--- src/rtl/ls_unit_if.sv ---
// Pipeline request/response and byte-wide data-memory signals of the MEM-stage load/store unit.
// The slave modport is the unit; the master modport is the pipeline plus memory around it.
interface ls_unit_if;
  logic        start;
  logic        rw;
  logic [1:0]  size;
  logic        signed_ld;
  logic [31:0] addr;
  logic [31:0] wdata;
  logic        busy;
  logic        done;
  logic        err;
  logic [31:0] rdata;
  logic        mem_en;
  logic        mem_rw;
  logic [31:0] mem_addr;
  logic [7:0]  mem_wdata;
  logic [7:0]  mem_rdata;

  modport slave (
    input  start, rw, size, signed_ld, addr, wdata, mem_rdata,
    output busy, done, err, rdata, mem_en, mem_rw, mem_addr, mem_wdata
  );

  modport master (
    output start, rw, size, signed_ld, addr, wdata, mem_rdata,
    input  busy, done, err, rdata, mem_en, mem_rw, mem_addr, mem_wdata
  );
endinterface

--- src/rtl/ls_unit.sv ---
// MEM-stage load/store initiator: moves one byte per cycle, big-endian (lowest address = MSB),
// assembling and extending loads and splitting stores; busy stalls the pipeline until done.
module ls_unit (
  input  logic     clk,
  input  logic     reset,
  ls_unit_if.slave bus
);
  typedef enum logic [1:0] {
    st_idle = 2'd0,
    st_xfer = 2'd1,
    st_resp = 2'd2
  } state_t;

  state_t      state_r;
  state_t      state_s;
  logic        rw_r;
  logic [1:0]  size_r;
  logic        sgn_r;
  logic [31:0] addr_r;
  logic [31:0] wdata_r;
  logic [31:0] sr_r;
  logic [31:0] rdata_r;
  logic [1:0]  beat_r;
  logic        err_r;
  logic [1:0]  last_s;
  logic [1:0]  sel_s;
  logic [31:0] asm_s;

  function automatic logic bad_req(input logic [1:0] size, input logic [1:0] alo);
    case (size)
      2'b00:   bad_req = 1'b0;
      2'b01:   bad_req = alo[0];
      2'b10:   bad_req = (alo != 2'b00);
      default: bad_req = 1'b1;
    endcase
  endfunction

  function automatic logic [31:0] extend(input logic [31:0] v, input logic [1:0] size, input logic sgn);
    case (size)
      2'b00:   extend = {{24{sgn & v[7]}}, v[7:0]};
      2'b01:   extend = {{16{sgn & v[15]}}, v[15:0]};
      default: extend = v;
    endcase
  endfunction

  // Last beat index, store byte select (beat 0 carries the MSB) and load assembly value
  always_comb begin
    case (size_r)
      2'b00:   last_s = 2'd0;
      2'b01:   last_s = 2'd1;
      default: last_s = 2'd3;
    endcase
    sel_s = last_s - beat_r;
    asm_s = {sr_r[23:0], bus.mem_rdata};
  end

  // Next-state logic
  always_comb begin
    state_s = state_r;
    case (state_r)
      st_idle: begin
        if (bus.start) begin
          if (bad_req(bus.size, bus.addr[1:0])) state_s = st_resp;
          else                                  state_s = st_xfer;
        end else begin
          state_s = st_idle;
        end
      end
      st_xfer: begin
        if (beat_r == last_s) state_s = st_resp;
        else                  state_s = st_xfer;
      end
      st_resp: state_s = st_idle;
      default: state_s = st_idle;
    endcase
  end

  // State register
  always_ff @(posedge clk or posedge reset) begin
    if (reset) state_r <= st_idle;
    else       state_r <= state_s;
  end

  // Request latch, beat counter, load shift register and result register
  always_ff @(posedge clk or posedge reset) begin
    if (reset) begin
      rw_r    <= 1'b0;
      size_r  <= 2'b00;
      sgn_r   <= 1'b0;
      addr_r  <= 32'd0;
      wdata_r <= 32'd0;
      sr_r    <= 32'd0;
      rdata_r <= 32'd0;
      beat_r  <= 2'd0;
      err_r   <= 1'b0;
    end else begin
      case (state_r)
        st_idle: begin
          if (bus.start) begin
            rw_r    <= bus.rw;
            size_r  <= bus.size;
            sgn_r   <= bus.signed_ld;
            addr_r  <= bus.addr;
            wdata_r <= bus.wdata;
            sr_r    <= 32'd0;
            beat_r  <= 2'd0;
            err_r   <= bad_req(bus.size, bus.addr[1:0]);
          end
        end
        st_xfer: begin
          beat_r <= beat_r + 2'd1;
          if (!rw_r) begin
            sr_r <= asm_s;
            // Result updates only on the edge that enters RESP
            if (beat_r == last_s) rdata_r <= extend(asm_s, size_r, sgn_r);
          end
        end
        default: begin
        end
      endcase
    end
  end

  // Output decode from registered state; the memory port is quiet outside XFER
  always_comb begin
    bus.busy      = (state_r != st_idle);
    bus.done      = (state_r == st_resp);
    bus.err       = (state_r == st_resp) & err_r;
    bus.rdata     = rdata_r;
    bus.mem_en    = 1'b0;
    bus.mem_rw    = 1'b0;
    bus.mem_addr  = 32'd0;
    bus.mem_wdata = 8'd0;
    if (state_r == st_xfer) begin
      bus.mem_en   = 1'b1;
      bus.mem_rw   = rw_r;
      bus.mem_addr = addr_r + {30'd0, beat_r};
      if (rw_r) begin
        case (sel_s)
          2'd0:    bus.mem_wdata = wdata_r[7:0];
          2'd1:    bus.mem_wdata = wdata_r[15:8];
          2'd2:    bus.mem_wdata = wdata_r[23:16];
          default: bus.mem_wdata = wdata_r[31:24];
        endcase
      end else begin
        bus.mem_wdata = 8'd0;
      end
    end else begin
      bus.mem_en = 1'b0;
    end
  end
endmodule

--- src/flat_wrapper.sv ---
// flat-port wrapper written by rule: the top's interface ports become plain ports
module ls_unit_flat 
  (clk, reset, bus_start, bus_rw, bus_size, bus_signed_ld, bus_addr, bus_wdata, bus_mem_rdata, bus_busy, bus_done, bus_err, bus_rdata, bus_mem_en, bus_mem_rw, bus_mem_addr, bus_mem_wdata);
  ls_unit_if bus_i ();
  input  logic clk;
  input  logic reset;
  input wire logic [$bits(bus_i.start)-1:0] bus_start;
  input wire logic [$bits(bus_i.rw)-1:0] bus_rw;
  input wire logic [$bits(bus_i.size)-1:0] bus_size;
  input wire logic [$bits(bus_i.signed_ld)-1:0] bus_signed_ld;
  input wire logic [$bits(bus_i.addr)-1:0] bus_addr;
  input wire logic [$bits(bus_i.wdata)-1:0] bus_wdata;
  input wire logic [$bits(bus_i.mem_rdata)-1:0] bus_mem_rdata;
  output wire logic [$bits(bus_i.busy)-1:0] bus_busy;
  output wire logic [$bits(bus_i.done)-1:0] bus_done;
  output wire logic [$bits(bus_i.err)-1:0] bus_err;
  output wire logic [$bits(bus_i.rdata)-1:0] bus_rdata;
  output wire logic [$bits(bus_i.mem_en)-1:0] bus_mem_en;
  output wire logic [$bits(bus_i.mem_rw)-1:0] bus_mem_rw;
  output wire logic [$bits(bus_i.mem_addr)-1:0] bus_mem_addr;
  output wire logic [$bits(bus_i.mem_wdata)-1:0] bus_mem_wdata;
  assign bus_i.start = bus_start;
  assign bus_i.rw = bus_rw;
  assign bus_i.size = bus_size;
  assign bus_i.signed_ld = bus_signed_ld;
  assign bus_i.addr = bus_addr;
  assign bus_i.wdata = bus_wdata;
  assign bus_i.mem_rdata = bus_mem_rdata;
  assign bus_busy = bus_i.busy;
  assign bus_done = bus_i.done;
  assign bus_err = bus_i.err;
  assign bus_rdata = bus_i.rdata;
  assign bus_mem_en = bus_i.mem_en;
  assign bus_mem_rw = bus_i.mem_rw;
  assign bus_mem_addr = bus_i.mem_addr;
  assign bus_mem_wdata = bus_i.mem_wdata;
  ls_unit u_core (.clk(clk), .reset(reset), .bus(bus_i));
endmodule
--- config.mk ---
export PLATFORM = sky130hd
export DESIGN_NAME = ls_unit_flat
export DESIGN_NICKNAME = d
export VERILOG_FILES = /design/src/rtl/ls_unit_if.sv /design/src/rtl/ls_unit.sv /design/src/flat_wrapper.sv
export SDC_FILE = /design/constraint.sdc
export NUM_CORES = 1
export LEC_CHECK = 0
export CAP_MARGIN = 20
export CORE_MARGIN = 4
export CORE_UTILIZATION = 30
export CTS_CLUSTER_DIAMETER = 200
export DETAILED_ROUTE_END_ITERATION = 12
export HOLD_SLACK_MARGIN = 0.02
export SLEW_MARGIN = 20
export SYNTH_ARGS = -nofsm -noshare
export SYNTH_HDL_FRONTEND = slang
export SYNTH_SLANG_ARGS = --single-unit
--- constraint.sdc ---
create_clock -name clk -period 5.9 [get_ports clk]
set_input_delay 1.18 -clock clk [delete_from_list [all_inputs] [get_ports clk]]
set_output_delay 1.18 -clock clk [all_outputs]
set_load 0.03 [all_outputs]
==> impl_metrics.ini <==
[timing]
finalSetupViolCount = 0
rsz0062_at_grt = no
fmax_mhz = 217
fin_crit_sh = 0.781
skew_ps = 9.02
relSlewSlack = 0.457
worstMarginPinSlew_ps = 814
finalSetupTns_ps = 0
hold_viol = 0
fin_hold_ws_ps = 475
drv_slew = 0
final.min_clock_period_ps = 4610

[clock_tree]
cts_buffers = 17
postCtsSetupBuffers = 0
cts.repair.resized = 0
cts_root_buf = clkbuf_16
numClockSinks = 129
cts_hold_buf = 0
cts_tree = yes
clkLatencyLatePin_ps = 430
path_clk_slew_ps = 60
cts.htree.levels = 4
clock_path_buffers = 2

[synth]
syn_nets = 743
synth_top_area_share = 0.533
avgSynthCellArea_sq_um = 9.17
synth_cell_types = 42
synth_mux_area_frac = 0.0446
yosys.area.top_type = dfrtp_1
syn_inst = 660
ys_seq_area_frac = 0.533
synth_seq_cells = 129
synthSimpleGateAreaFrac = 0.240
synthAdderAreaFrac = 0.00951
async_reset_ff_frac = 1.00
synthTopCellsByArea = dfrtp_1, nand2_1, a22o_1
synth_flop_cell = dfrtp_1
synth-compound-area-share = 0.126
synth_top_family_by_area = simple AND/OR/NAND/NOR gates
synth-xor-area-share = 0.0159
synth_area_sq_um = 6050
yosysWarningCount = 0
synth-edff-count = 0

[power_and_ir_drop]
power.density_nw_per_um2 = 580
ir_drop_mv = 0.265
p_leak_nw = 3.76

[global_route]
track_usage = 0.158
top_usage_layer = met2
overflow = 0
use_met1 = 0.217
grt_pass1_vias = 5224
globalRouteMet3Util = 0.0530
grt_max_degree = 91
met2_usage = 0.238
grt_pass1_wl_um = 28100
antenna_found_initial = 0

[detailed_routing]
drc = 0
drtIter0Drc = 252
ant_nets = 0
routed_wl_um = 17300
wl_per_cell_um = 16.0
drt-pass1-iter-count = 5
vias = 5227
viasPerCell = 4.84

[setup_path]
crit_path_top_delay_cell = clkdlybuf4s50_1
reg2reg_depth = 8
startpoint_type = register
worstPathBufferInverterCount = 1
cp_data_required_time_ps = 4720
r2r_slack_ps = 3010
cp_top_family = simple AND/OR/NAND/NOR gates
r2r-start = u_core.size_r[1]
path_cells = ha_1 -> fa_1 -> nand4_1 -> or3_1 -> or4_1 -> a21oi_1 -> clkdlybuf4s50_1
r2r_end = u_core.bus.rdata[31]
path_class = register to output port
worstPathMaxFanout = 13
crit_arrival_ps = 3430
slowest_delay_ps = 680
cp-end-kind = output port

[floorplan]
die_area_sq_um = 22500
die_w_um = 150
initial_core_util = 0.308
rows = 51
ios = 156
die_h_um = 150
fp.coreArea_sq_um = 19700

[final_layout]
finalInstanceArea_sq_um = 8510
final_nets = 886
final_common_cell = nand2_1
mostFrequentLayoutCells = nand2_1, clkdlybuf4s50_1, dfrtp_1, a21oi_1, a22o_1
area_growth_pct = 40.6
n_antenna_cell = 0
drive_gt1_frac = 0.0699
final_cells = 1081
n_fill_cell = 2003
regArea_sq_um = 3230
multiInputGateArea_sq_um = 2670

[hold_path]
hold_path.class = register to register
holdPathEnd = u_core.wdata_r[17]
hold_start = u_core.wdata_r[17]
holdPathStages = 2

[place]
numPortBuffers = 155
placed_cell_area_sq_um = 7870
dp_cells = 1049
gp_congestion = 0.823
hpwlAfterDp_um = 11900

[outcome]
outcome = finished clean

[flow_run]
cap_violations = 0
==> where the power goes <==
group / leakage (nW) / internal (mW) / switching, mW / total [mW]
logic: 1.84 / 0.894 / 1.25 / 2.15
registers: 1.61 / 1.29 / 0.365 / 1.65
clock network: 0.301 / 0.717 / 0.422 / 1.14
total: 3.76 / 2.90 / 2.04 / 4.94
==> layer usage <==
metal,up-vias,part of all wire
met5,-,0
met4,0,0.014
met3,18,0.083
met2,167,0.44
met1,2482,0.46
li1,2560,-
==> cells by family (layout without fill, tap and decap cells) <==
family,count (synthesis),in the layout
buffers and inverters,46,202
AOI/OAI and AO/OA,112,112
muxes,26,26
and+or+nand+nor,332,332
adders and majority gates,4,4
xor gates and xnor gates,11,11
DFF,129,129
==> sequential cells by signal, summed over array words and instances (netlist names) <==
name,cells
u_core.addr_r,32
u_core.beat_r,2
u_core.bus.rdata,32
u_core.err_r,1
u_core.rw_r,1
u_core.sgn_r,1
u_core.size_r,2
u_core.sr_r,24
u_core.state_r,2
u_core.wdata_r,32
==> worst min-delay path, cell delays in order (launching register included) <==
cell     delay (ps)
dfrtp_1         340
nand2_1          50
nand2_1          50
==> final cells by class <==
cell class              count  area share
multi-input cells         485       0.313
clock buffers              19      0.0509
flip-flops and latches    129       0.379
repair buffers            164       0.191
inverters                   6     0.00323
clock inverters            13      0.0234
well taps                 265      0.0390
==> how the worst max path moves through the flow <==
stage,startpoint,cells past startpoint,endpoint
floorplan,reset,1,u_core.addr_r[0]
global placement,u_core.size_r[1],8,bus_mem_wdata[7]
detailed placement,u_core.beat_r[0],7,bus_mem_addr[28]
CTS,u_core.beat_r[0],7,bus_mem_addr[28]
global route,u_core.beat_r[0],7,bus_mem_addr[28]
finish,u_core.beat_r[0],7,bus_mem_addr[28]
==> synth_stat cells (9+ instances only) <==
cell / number
a2bb2oi_1: 16
nand3_1: 12
o31ai_1: 11
clkbuf_1: 35
or4_1: 12
mux2i_1: 18
a21oi_1: 28
nor2_1: 14
a22o_1: 24
dfrtp_1: 129
nand4_1: 9
nand2_1: 246
o21ai_0: 21
==> through the flow <==
step / setup WS [ps] / utilization / power, mW
floorplan: 1280 / - / 2.99
global placement: 1730 / 0.400 / 3.80
detailed placement: 1730 / 0.400 / 3.83
CTS: 1270 / 0.433 / 4.99
global route: 1070 / 0.433 / 5.28
finish: 1290 / 0.433 / 4.94
(Power assumes the default switching activity.)
